## src/rtl/hazard_controller.sv

```systemverilog
// Pipeline hazard unit: operand forwarding for execute and branch compare, stall/flush
// generation, and a multi-cycle mult/div sequencer that gates HI/LO consumers.
module hazard_controller #(
  parameter int MULT_CYCLES = 4,
  parameter int DIV_CYCLES  = 32
) (
  input  logic       clk,
  input  logic       reset,
  input  logic [4:0] rs_d,
  input  logic [4:0] rt_d,
  input  logic [4:0] rs_e,
  input  logic [4:0] rt_e,
  input  logic [4:0] write_reg_e,
  input  logic [4:0] write_reg_m,
  input  logic [4:0] write_reg_w,
  input  logic       reg_write_e,
  input  logic       reg_write_m,
  input  logic       reg_write_w,
  input  logic       mem_to_reg_e,
  input  logic       mem_to_reg_m,
  input  logic       branch_d,
  input  logic       md_op_d,
  input  logic       mfhilo_d,
  input  logic       md_start_e,
  input  logic       md_is_div_e,
  output logic [1:0] forward_a_e,
  output logic [1:0] forward_b_e,
  output logic       forward_a_d,
  output logic       forward_b_d,
  output logic       stall_f,
  output logic       stall_d,
  output logic       flush_e,
  output logic       md_busy,
  output logic       md_done
);

  typedef enum logic [1:0] {IDLE, BUSY, DONE} md_state_e;

  localparam logic [5:0] MULT_LOAD = 6'(MULT_CYCLES - 1);
  localparam logic [5:0] DIV_LOAD  = 6'(DIV_CYCLES - 1);

  md_state_e  state_q;
  logic [5:0] count_q;

  logic m_valid, w_valid, e_valid;
  logic lw_stall, br_stall, md_stall, any_stall;

  // Register 0 is hard-wired zero, so a write to it is never a real producer.
  assign e_valid = reg_write_e & (write_reg_e != 5'd0);
  assign m_valid = reg_write_m & (write_reg_m != 5'd0);
  assign w_valid = reg_write_w & (write_reg_w != 5'd0);

  // NOTE: every output of a combinational block gets a default first, so no path leaves it unassigned (no latch).
  always_comb begin
    forward_a_e = 2'b00;
    forward_b_e = 2'b00;
    if (m_valid && write_reg_m == rs_e)      forward_a_e = 2'b10;
    else if (w_valid && write_reg_w == rs_e) forward_a_e = 2'b01;
    if (m_valid && write_reg_m == rt_e)      forward_b_e = 2'b10;
    else if (w_valid && write_reg_w == rt_e) forward_b_e = 2'b01;
  end

  assign forward_a_d = m_valid & (write_reg_m == rs_d);
  assign forward_b_d = m_valid & (write_reg_m == rt_d);

  assign lw_stall = mem_to_reg_e & e_valid & ((write_reg_e == rs_d) | (write_reg_e == rt_d));

  // A branch resolves in decode, so any in-flight producer in E, or a load still in M, must drain.
  assign br_stall = branch_d &
                    ((e_valid & ((write_reg_e == rs_d) | (write_reg_e == rt_d))) |
                     (mem_to_reg_m & (write_reg_m != 5'd0) &
                      ((write_reg_m == rs_d) | (write_reg_m == rt_d))));

  assign md_stall = (md_op_d | mfhilo_d) &
                    ((state_q == BUSY) | ((state_q == IDLE) & md_start_e));

  assign any_stall = lw_stall | br_stall | md_stall;
  assign stall_f   = any_stall;
  assign stall_d   = any_stall;
  assign flush_e   = any_stall;

  assign md_busy = (state_q == BUSY);
  assign md_done = (state_q == DONE);

  // NOTE: sequential state uses non-blocking assignments so all registers update together at the edge.
  always_ff @(posedge clk or posedge reset) begin
    if (reset) begin
      state_q <= IDLE;
      count_q <= 6'd0;
    end else begin
      case (state_q)
        IDLE: if (md_start_e) begin
          count_q <= md_is_div_e ? DIV_LOAD : MULT_LOAD;
          state_q <= BUSY;
        end
        BUSY: begin
          if (count_q == 6'd0) state_q <= DONE;
          else                 count_q <= count_q - 6'd1;
        end
        DONE:    state_q <= IDLE;
        default: state_q <= IDLE;
      endcase
    end
  end

endmodule

```

## config.mk

```make
export PLATFORM = sky130hd
export DESIGN_NAME = hazard_controller
export DESIGN_NICKNAME = d
export VERILOG_FILES = /design/src/rtl/hazard_controller.sv
export SDC_FILE = /design/constraint.sdc
export NUM_CORES = 1
export LEC_CHECK = 0
export CORE_ASPECT_RATIO = 0.6
export CORE_MARGIN = 5
export CORE_UTILIZATION = 39
export DETAILED_ROUTE_END_ITERATION = 8
export PLACE_DENSITY = 0.82
export SYNTH_ARGS = -nofsm -noshare
export SYNTH_HDL_FRONTEND = slang
export SYNTH_SLANG_ARGS = --single-unit
```

## constraint.sdc

```tcl
create_clock -name clk -period 3.3 [get_ports clk]
set_clock_uncertainty 0.2 [all_clocks]
set_input_delay 0.99 -clock clk [delete_from_list [all_inputs] [get_ports clk]]
set_output_delay 0.99 -clock clk [all_outputs]
set_load 0.02 [all_outputs]
```

==> impl_results.md, run 1 <==
- Setup ws final: -0.0908 ns
- Antenna Nets Post-Route: 0
- Post-Place Cells: 227
- Ys Warns: 0
- Hold Crit Class: reg -> reg
- DP Wirelength: 3.49 mm
- XOR/XNOR share of the synthesized area: 33.7%
- Vias in the first global route: 1260
- Die Span Y: 50.0 um
- CP top delay family: simple AND/OR/NAND/NOR gates
- Drt wl/cell: 19.2 um
- Clock sink count: 8
- Critical Path Slowest Stage Cell: or4_4
- Most frequent cells in the layout: buf_4, buf_2, xor2_1
- Remaining DRCs: 0
- Cells after Synth: 125
- Setup TNS: -0.433 ns
- Initial drt markers: 127
- Peak VDD IR: 270 uV
- GP Congestion: 0.861
- Area Growth Syn to Fin: 82.9%
- Min Hold Slack: 0.365 ns
- Via count normalized by instance count: 5.60
- Commonest non-fill, non-tap cell in the layout: buf_4
- CP Depth: 5
- Number of cell rows: 14
- Max-Cap Viols: 0
- Adder-cell share of the synthesized area: 2.41%
- Status: finished, violations left
- Starting density of the core: 41.2%
- Final Setup Violations: 6
- Main combinational cell family by area after synthesis: XOR/XNOR gates
- Post-Layout Cell Count: 235
- H-tree depth: 1
- Routed wire length: 4.52 mm
- Number of diodes: 0
- Util after Layout: 75.4%
- Failing checks: setup timing
- I/O Pins: 58
- Fin nets: 254
- Worst relative slew slack: 79.1%
- GR Overflow Total: 0
- Switching Fraction: 42.5%
- CP Max Fanout: 3
- Synth Net Count: 174
- Worst Path Required: 2.11 ns
- Post-synthesis cell area: 1040 um^2
- DIE WIDTH: 76.7 um
- Distinct cells, synth: 34
- Worst path buffer plus inverter count: 2
- Gr usage total: 22.0%
- Power Internal: 0.415 mW
- Sequential power share: 24.7%
- Clock root cell: clkbuf_8
- Power share of the clock group: 16.1%
- Seq/Total Area, Yosys: 19.3%
- Worst slew pin tran: 0.313 ns
- Initial antenna violation count: 0
- 1st-pass router iterations: 5
- Worst EP arrival: 2.20 ns
- Critical path's largest stage delay: 0.56 ns
- CP endpoint kind: output pin
- Fin. Hold Viols: 0
- Power per Cell Area: 379 nW/um^2
- Layout cell share with drive strength beyond 1: 49.3%
- Largest net degree at the start of global routing: 10
- Crit path cell chain: buf_8, or4_4, o221ai_2, o211ai_1, buf_4
- Synth Area in Compound Gates: 12.9%
- Die area: 3830 um^2
- First-pass GRT wire length: 6.51 mm
- Post-Syn Area per Cell: 8.32 um^2
- Crit path time final: 3.39 ns
- F_max: 0.295 GHz
- RSZ-0062 raised after global routing: yes
- Port Buffers: 57
- CP Class: in -> out
- Critical Path Start Type: input pin
- Vias: 1315
- Worst Hold Depth: 1
- Final worst-path cycle share: 103%
- Comb pwr share: 59.2%
- Simple-Gate Fraction of Synth Area: 25.2%
- Hold buffer count at CTS: 0
- Worst-case reg-to-reg path depth: 6
- CTS tree: done
- Num CTS Buffers: 3
- Clock-pin transition on the worst setup and hold timing paths: 0.04 ns
- Mux share of post-synthesis cell area: 0%
- Sw power: 0.306 mW
- Area of the core: 2520 um^2
- Seq cells post-synth: 8
- LEAKAGE: 0.850 nW
- Final Slew Violations: 0
- Clk buf depth: 2
- Worst-skew pair later-pin latency: 0.23 ns
==> path summary, 6_finish.rpt <==
check	start	endpoint	slack [ns]
max	write_reg_e[4]	flush_e	-0.09
max in group asynchronous	reset	count_q[2]$_DFFE_PP0P_	1.85
min	count_q[3]$_DFFE_PP0P_	count_q[3]$_DFFE_PP0P_	0.37
min reg2reg	count_q[3]$_DFFE_PP0P_	count_q[3]$_DFFE_PP0P_	0.37
max reg2reg	count_q[0]$_DFFE_PP0P_	count_q[5]$_DFFE_PP0P_	1.52
min in group asynchronous	reset	state_q[0]$_DFFE_PP0P_	0.81
==> synthesized netlist by cell type <==
cell type | n | share of area, %
inv_1 | 4 | 1.4
and2_2 | 1 | 0.72
dfrtp_1 | 8 | 19
and2_1 | 1 | 0.60
buf_2 | 1 | 0.48
o211ai_1 | 1 | 0.72
nor2_1 | 10 | 3.6
a21oi_4 | 1 | 1.6
a31oi_1 | 4 | 2.4
o21ai_1 | 1 | 0.48
nor4_2 | 2 | 2.4
nor4_1 | 2 | 1.2
xor2_1 | 23 | 19
nand3_1 | 7 | 3.4
a221oi_1 | 1 | 0.84
and3_1 | 1 | 0.60
xnor2_1 | 17 | 14
a21oi_1 | 4 | 1.9
nor2b_1 | 3 | 1.8
buf_4 | 6 | 4.3
o21ai_0 | 2 | 0.96
nor3_1 | 6 | 2.9
or3_1 | 1 | 0.60
nand3b_2 | 1 | 1.1
or4_1 | 4 | 2.9
o221ai_1 | 1 | 0.84
inv_2 | 1 | 0.36
nand2_1 | 3 | 1.1
nand2b_4 | 1 | 1.3
o22ai_1 | 1 | 0.60
ha_1 | 2 | 2.4
o2111ai_1 | 1 | 0.84
nor3_2 | 1 | 0.96
o22a_1 | 2 | 1.7
==> power groups by stage <==
stage                     Combinational [mW]  Sequential (mW)  Clock (mW)
after floorplan                        0.246            0.168           0
after global placement                 0.381            0.174           0
after global routing                   0.457            0.184       0.127
final                                  0.427            0.178       0.116
after detailed placement               0.401            0.177           0
after CTS                              0.401            0.176       0.116
==> cell families after synthesis <==
family | after synthesis
simple gates | 44
xor+xnor | 40
compound gates | 19
buf+inv | 12
flops | 8
fa+ha+maj | 2
==> repair_timing <==
item	in CTS	in global routing
gates resized for setup	190	21
setup buffers	2	3
setup endpoints to repair	9	8
pin swaps	28	17
==> flip-flops by register name (all words and copies together), names as in the netlist <==
signal	count
state_q	2
count_q	6
==> layout make-up <==
type | count | area, um^2
repair buffers | 82 | 646
clock buffers | 3 | 41.3
fillers | 189 | 621
well taps | 32 | 40.0
flip-flops and latches | 8 | 200
inverters | 5 | 18.8
multi-input cells | 105 | 956
==> through the flow <==
| step | power [mW] | cell area, um^2 | worst slack (ns) |
|---|---|---|---|
| final | 0.721 | 1900 | -0.0908 |
| after global routing | 0.767 | 1900 | -0.133 |
| after floorplan | 0.414 | 1060 | -0.0435 |
| after global placement | 0.555 | 1770 | -0.904 |
| after CTS | 0.693 | 1810 | -0.170 |
| after detailed placement | 0.578 | 1770 | -1.02 |
==> layer usage <==
metal | track usage (%) | part of all wire, % | up-vias | wire length (um)
met2 | 39.4 | 51 | 70 | 2320
met3 | 4.73 | 6.4 | 12 | 289
met5 | 0 | 0 | - | 0
met4 | 5.52 | 2.6 | 0 | 116
met1 | 26.8 | 40 | 644 | 1790
li1 | - | - | 589 | -
Note: power is estimated with default switching activity, not from simulation.
==> run 2: changes to the inputs <==
--- a/config.mk
+++ b/config.mk
@@ -10,6 +10,7 @@
 export CORE_UTILIZATION = 39
 export DETAILED_ROUTE_END_ITERATION = 8
 export PLACE_DENSITY = 0.82
+export SKIP_LAST_GASP = 1
 export SYNTH_ARGS = -nofsm -noshare
 export SYNTH_HDL_FRONTEND = slang
 export SYNTH_SLANG_ARGS = --single-unit
==> impl_results.md, run 2 (synthesized netlist as in run 1, its figures left out) <==
- Status: finished, violations left
- Failing checks: setup timing
- Max-Cap Viols: 0 (unchanged)
- Largest regs: count_q x6, state_q x2
- Setup ws final: -0.0903 ns (+0.000428 ns)
- Final total power: 0.721 mW (about the same)
- Number of cell rows: 14 (unchanged)
- Min Hold Slack: 0.366 ns (+0.000542 ns)
- CP Max Fanout: 2 (-1)
- Area of the core: 2520 um^2 (unchanged)
- Max FFs per register: 6 (unchanged)
- Fin. Hold Viols: 0 (unchanged)
- GR Overflow Total: 0 (unchanged)
- CP endpoint kind: output pin
- Clk buf depth: 2 (unchanged)
- Largest net degree at the start of global routing: 10 (unchanged)
- Hold Crit Class: reg -> reg
- Starting density of the core: 41.2% (unchanged)
- GP Congestion: 0.861 (unchanged)
- Fin nets: 254 (unchanged)
- Crit path time final: 3.39 ns (-0.000428 ns)
- Setup TNS: -0.426 ns (+0.00672 ns)
- F_max: 0.295 GHz (about the same)
- Initial antenna violation count: 0 (unchanged)
- Die Span Y: 50.0 um (unchanged)
- DP Wirelength: 3.49 mm (unchanged)
- RSZ-0062 raised after global routing: yes
- Final worst-path cycle share: 103% (about the same)
- I/O Pins: 58 (unchanged)
- DIE WIDTH: 76.7 um (unchanged)
- Area Growth Syn to Fin: 81.7%
- Num CTS Buffers: 3 (unchanged)
- Vias: 1276 (-3.0%)
- Antenna Nets Post-Route: 0 (unchanged)
- Die area: 3830 um^2 (unchanged)
- Power per Cell Area: 382 nW/um^2 (+0.60%)
- Worst-skew pair later-pin latency: 0.23 ns (about the same)
- Most frequent cells in the layout: buf_4, buf_2, xor2_1
- # fillers: 189 (unchanged)
- First-pass GRT wire length: 6.51 mm (-0.11%)
- Worst slew pin tran: 0.317 ns (+0.00377 ns)
- Remaining DRCs: 0 (unchanged)
- Initial drt markers: 86 (-32%)
- Hold buffer count at CTS: 0 (unchanged)
- Via count normalized by instance count: 5.43 (-3.0%)
- Number of diodes: 0 (unchanged)
- Gr usage total: 22.0% (-0.039 points)
- Final Slew Violations: 0 (unchanged)
- LEAKAGE: 0.834 nW (-1.8%)
- Final Setup Violations: 5 (-1)
- Commonest non-fill, non-tap cell in the layout: buf_4
- Peak VDD IR: 271 uV (+0.26%)
- CTS tree: done
- Drt wl/cell: 19.2 um (-0.18%)
- H-tree depth: 1 (unchanged)
- Layout cell share with drive strength beyond 1: 48.8% (-0.49 points)
- Reg with most FFs: count_q
- Vias in the first global route: 1260 (unchanged)
- Clock root cell: clkbuf_8
- Worst Path Required: 2.11 ns (about the same)
- Clock sink count: 8 (unchanged)
- Port Buffers: 57 (unchanged)
- Worst EP arrival: 2.20 ns (about the same)
- Routed wire length: 4.52 mm (-0.18%)
- Worst relative slew slack: 78.9% (-0.25 points)
- 1st-pass router iterations: 4 (-1)
- Critical Path Start Type: input pin
- CP Class: in -> out
- Clock-pin transition on the worst setup and hold timing paths: 0.04 ns (about the same)
==> run 2: cell count changes in the layout (fill, tap and decap cells not counted), sizes merged <==
cell	previous run	this run
clkdlybuf4s50	11	12
dlymetal6s2s	1	0
==> run 2: repair_timing <==
action                                  4_1_cts  5_1_grt
setup buffers                                 2        3
endpoints found under the setup margin        9        8
pin swaps                                    28       17
resized for setup                           189       19
==> run 2: per-stage QoR <==
stage | cell area, um^2 | std cells | util (%) | setup WS [ns]
final | 1890 | 235 | 74.9 | -0.0903
after detailed placement | 1770 | 227 | 70.3 | -1.02
after global placement | 1770 | 227 | 70.3 | -0.904
after CTS | 1800 | 232 | 71.5 | -0.170
after global routing | 1890 | 235 | 74.9 | -0.132
after floorplan | 1060 | 125 | - | -0.0435
==> run 2: path summary, 6_finish.rpt <==
| path | start | end | slack (ns) | cells after the start |
|---|---|---|---|---|
| max in group asynchronous | reset | count_q[2]$_DFFE_PP0P_ | 1.85 | 2 |
| worst min register to register | count_q[3]$_DFFE_PP0P_ | count_q[3]$_DFFE_PP0P_ | 0.37 | 1 |
| worst max-delay path | write_reg_w[2] | forward_b_e[0] | -0.09 | 7 |
| min in group asynchronous | reset | state_q[0]$_DFFE_PP0P_ | 0.81 | 2 |
| worst min-delay path | count_q[3]$_DFFE_PP0P_ | count_q[3]$_DFFE_PP0P_ | 0.37 | 1 |
| worst max register to register | count_q[0]$_DFFE_PP0P_ | count_q[5]$_DFFE_PP0P_ | 1.52 | 6 |
==> run 2: where the power goes <==
| part | switching [mW] | leakage [nW] | total, mW | internal [mW] |
|---|---|---|---|---|
| combinational | 0.230 | 0.721 | 0.426 | 0.196 |
| clock | 0.0376 | 0.0216 | 0.117 | 0.0789 |
| sequential | 0.0389 | 0.0918 | 0.178 | 0.139 |
| total | 0.307 | 0.834 | 0.721 | 0.414 |
==> run 2: critical path, stage by stage <==
cell and delay [ns]:
buf_6 0.09, buf_4 0.12, or4_4 0.49, o21ai_4 0.15, or4_1 0.15, nor4_2 0.04, buf_4 0.17
==> run 2: final cells by class <==
cell class                 count  area [um^2]  area share, %
timing repair buffer          82          641           33.9
sequential                     8          200           10.6
tap                           32         40.0           2.12
clock buffer                   3         41.3           2.19
inverter                       5         18.8          0.993
multi-input combinational    105          948           50.2
==> run 2: metal layers <==
layer,vias up,GRT usage [%],wire [um]
li1,587,-,-
met1,616,26.8,1700
met2,69,39.3,2390
met3,4,4.73,398
met4,0,5.52,30
met5,-,0,0
==> run 3: changes to the inputs <==
--- a/config.mk
+++ b/config.mk
@@ -5,9 +5,10 @@
 export SDC_FILE = /design/constraint.sdc
 export NUM_CORES = 1
 export LEC_CHECK = 0
+export ABC_AREA = 1
 export CORE_ASPECT_RATIO = 0.6
 export CORE_MARGIN = 5
-export CORE_UTILIZATION = 39
+export CORE_UTILIZATION = 41
 export DETAILED_ROUTE_END_ITERATION = 8
 export PLACE_DENSITY = 0.82
 export SKIP_LAST_GASP = 1
==> constraint.sdc (replaced) <==
create_clock -name clk -period 3.3 [get_ports clk]
set_clock_uncertainty 0.2 [all_clocks]
set_input_delay 0.99 -clock clk [delete_from_list [all_inputs] [get_ports clk]]
set_output_delay 0.99 -clock clk [all_outputs]
set_load 0.05 [all_outputs]
==> impl_results.md, run 3 <==
- Status: finished, violations left
- Failing checks: setup timing
- Min Hold Slack: 0.371 ns (+0.00513 ns)
- Worst relative slew slack: 67.3% (-12 points)
- CP endpoint kind: output pin
- Post-synth EDFFs: 0 (unchanged)
- Worst setup startpoint: write_reg_e[1]
- Post-synth top area share: 20.0% (+0.65 points)
- Synth area leaders: nand2_1, dfrtp_1, xnor2_1
- Hold Crit Class: reg -> reg
- Remaining DRCs: 0 (unchanged)
- Via count normalized by instance count: 5.10 (-6.1%)
- Number of cell rows: 15 (+1)
- CTS tree: done
- Crit path cell chain: buf_2, buf_4, nand2_1, nand2_1, nor2_2, nand3_1, nand2_1, nand2_1, nand2_1, nand2_2, nand2_4, buf_12
- Final instance area: 2120 um^2 (+12%)
- R2r setup slk: 1.52 ns (about the same)
- Min-delay src: count_q[5]$_DFFE_PP0P_
- Fin. Hold Viols: 0 (unchanged)
- Post-synthesis cell area: 1180 um^2 (+14%)
- Area Growth Syn to Fin: 79.8%
- Asr flop ratio synth: 100% (unchanged)
- Layout cell share with drive strength beyond 1: 36.6% (-12 points)
- Worst path buffer plus inverter count: 3 (unchanged)
- Final Slew Violations: 0 (unchanged)
- Port Buffers: 57 (unchanged)
- Commonest cells in the synthesized netlist: nand2_1, inv_1, nor2_1
- Placed inst area: 2050 um^2 (+16%)
- Post-Layout Cell Count: 307 (+31%)
- Largest net degree at the start of global routing: 13 (+3)
- Most frequent cells in the layout: nand2_1, inv_1, buf_4
- Clk buf depth: 2 (unchanged)
- Initial drt markers: 117 (+36%)
- CP Class: in -> out
- Distinct cells, synth: 24 (-29%)
- H-tree depth: 1 (unchanged)
- Reg with most FFs: count_q
- First-pass GRT wire length: 7.05 mm (+8.4%)
- RSZ-0062 raised after global routing: yes
- Synth Net Count: 245 (+41%)
- LEAKAGE: 1.14 nW (+37%)
- Critical Path Start Type: input pin
- Most frequent CP cell: nand2_1
- DIE WIDTH: 79.3 um (+3.4%)
- Cells after Synth: 196 (+57%)
- DP Wirelength: 3.62 mm (+3.8%)
- Commonest non-fill, non-tap cell in the layout: nand2_1
- Die area: 4090 um^2 (+6.7%)
- Crit path time final: 3.31 ns (-0.0754 ns)
- Post-Place Cells: 304 (+34%)
- Cell taking the most area after synthesis: nand2_1
- GP Congestion: 0.882 (+2.5%)
- Vias: 1566 (+23%)
- Worst-skew pair later-pin latency: 0.24 ns (about the same)
- Final worst-path cycle share: 100% (-2.3 points)
- 1st-pass router iterations: 4 (unchanged)
- Worst Path Required: 2.11 ns (about the same)
- R2R Path Start: count_q[0]$_DFFE_PP0P_
- Initial antenna violation count: 0 (unchanged)
- Peak VDD IR: 280 uV (+3.3%)
- Setup ws final: -0.0149 ns (+0.0754 ns)
- Antenna Nets Post-Route: 0 (unchanged)
- Fin nets: 324 (+28%)
- Routed wire length: 4.74 mm (+5.0%)
- CP top delay family: simple AND/OR/NAND/NOR gates
- F_max: 0.302 GHz (+2.3%)
- Dominant synthesized flop cell: dfrtp_1
- Seq/Total Area, Yosys: 16.9% (-2.3 points)
- Num CTS Buffers: 3 (unchanged)
- Die Span Y: 51.6 um (+3.2%)
- Clock sink count: 8 (unchanged)
- Worst slew pin tran: 0.489 ns (+0.173 ns)
- CP Max Fanout: 3 (+1)
- Drt wl/cell: 15.4 um (-20%)
- Final total power: 0.898 mW (+25%)
- Critical Path Slowest Stage Cell: buf_12
- I/O Pins: 58 (unchanged)
- Area of the core: 2820 um^2 (+12%)
- Seq cells post-synth: 8 (unchanged)
- Final Setup Violations: 4 (-1)
- Max-Cap Viols: 0 (unchanged)
- Critical path's largest stage delay: 0.14 ns (-0.35 ns)
- Gr usage total: 22.8% (+0.85 points)
- Top-count cell post-synth: nand2_1
- Clock-pin transition on the worst setup and hold timing paths: 0.04 ns (about the same)
- GR Overflow Total: 0 (unchanged)
- Post-Syn Area per Cell: 6.03 um^2 (-28%)
- Number of diodes: 0 (unchanged)
- Vias in the first global route: 1434 (+14%)
- Power per Cell Area: 423 nW/um^2 (+11%)
- Largest regs: count_q x6, state_q x2
- Starting density of the core: 42.0% (+0.74 points)
- Clock root cell: clkbuf_8
- Max FFs per register: 6 (unchanged)
- Setup TNS: -0.0567 ns (+0.370 ns)
- Worst EP arrival: 2.12 ns (-0.08 ns)
- Ys Warns: 0 (unchanged)
run 3: cell count changes after synthesis, moves of 3 or more:
cell     before  now
nor2_1       10   26
nand4_1       0    3
nand2_1       3   63
xor2_1       23   11
xnor2_1      17   14
o21ai_0       2    7
or4_1         4    0
nand3_1       7   12
inv_1         4   26
nor3_1        6    3
nor2b_1       3    0
buf_4         6    2
run 3: metrics by stage:
step | utilization, % | setup WS (ns)
after floorplan | - | -0.142
after global placement | 73.0 | -0.462
after detailed placement | 73.0 | -0.482
after CTS | 76.3 | -0.00350
after global routing | 75.4 | -0.0727
final | 75.4 | -0.0149
run 3: worst paths after layout:
check	endpoint	cells after the start
setup / recovery	stall_d	12
hold / removal	count_q[5]$_DFFE_PP0P_	2
setup reg to reg	count_q[4]$_DFFE_PP0P_	8
hold reg to reg	count_q[5]$_DFFE_PP0P_	2
max in group asynchronous	state_q[0]$_DFFE_PP0P_	2
min in group asynchronous	count_q[1]$_DFFE_PP0P_	2
run 3: power breakdown:
group	switching (mW)	internal (mW)	total [mW]
clock network	0.0456	0.0797	0.125
logic	0.345	0.239	0.584
registers	0.0446	0.144	0.189
total	0.435	0.463	0.898
run 3: final cells by class:
class	count	area [um^2]
sequential	8	200
inverter	29	109
tap	34	42.5
fill	217	692
clock buffer	3	41.3
timing repair buffer	80	737
multi-input combinational	153	993
run 3: per-layer routing:
metal | track usage [%] | up-vias | wire length, um
met5 | 0 | - | 0
met3 | 2.77 | 21 | 422
met2 | 34.8 | 92 | 2120
met4 | 10.0 | 0 | 164
met1 | 32.6 | 693 | 2040
li1 | - | 760 | -
run 3: what timing repair did:
item | in CTS | in global routing
pin swaps | 20 | 20
setup buffers | 0 | 0
hold buffers | 0 | 0
setup endpoints to repair | 9 | 8
resized for setup | 90 | 61
run 3: logic make-up after synthesis:
group                      Yosys count  synth area share (%)
AOI/OAI and AO/OA                   13                  6.04
and+or+nand+nor                    113                  42.9
buffers and inverters               35                  13.5
xor gates and xnor gates            25                  18.5
DFF                                  8                  16.9
adders and majority gates            2                  2.12
run 3: worst register-to-register path: cells and delay by family, from the launching register on:
kind | cells | cell delay [ns]
and+or+nand+nor | 4 | 0.58
adders and majority gates | 1 | 0.17
DFF | 1 | 0.38
buffers and inverters | 2 | 0.20
AOI/OAI and AO/OA | 1 | 0.20
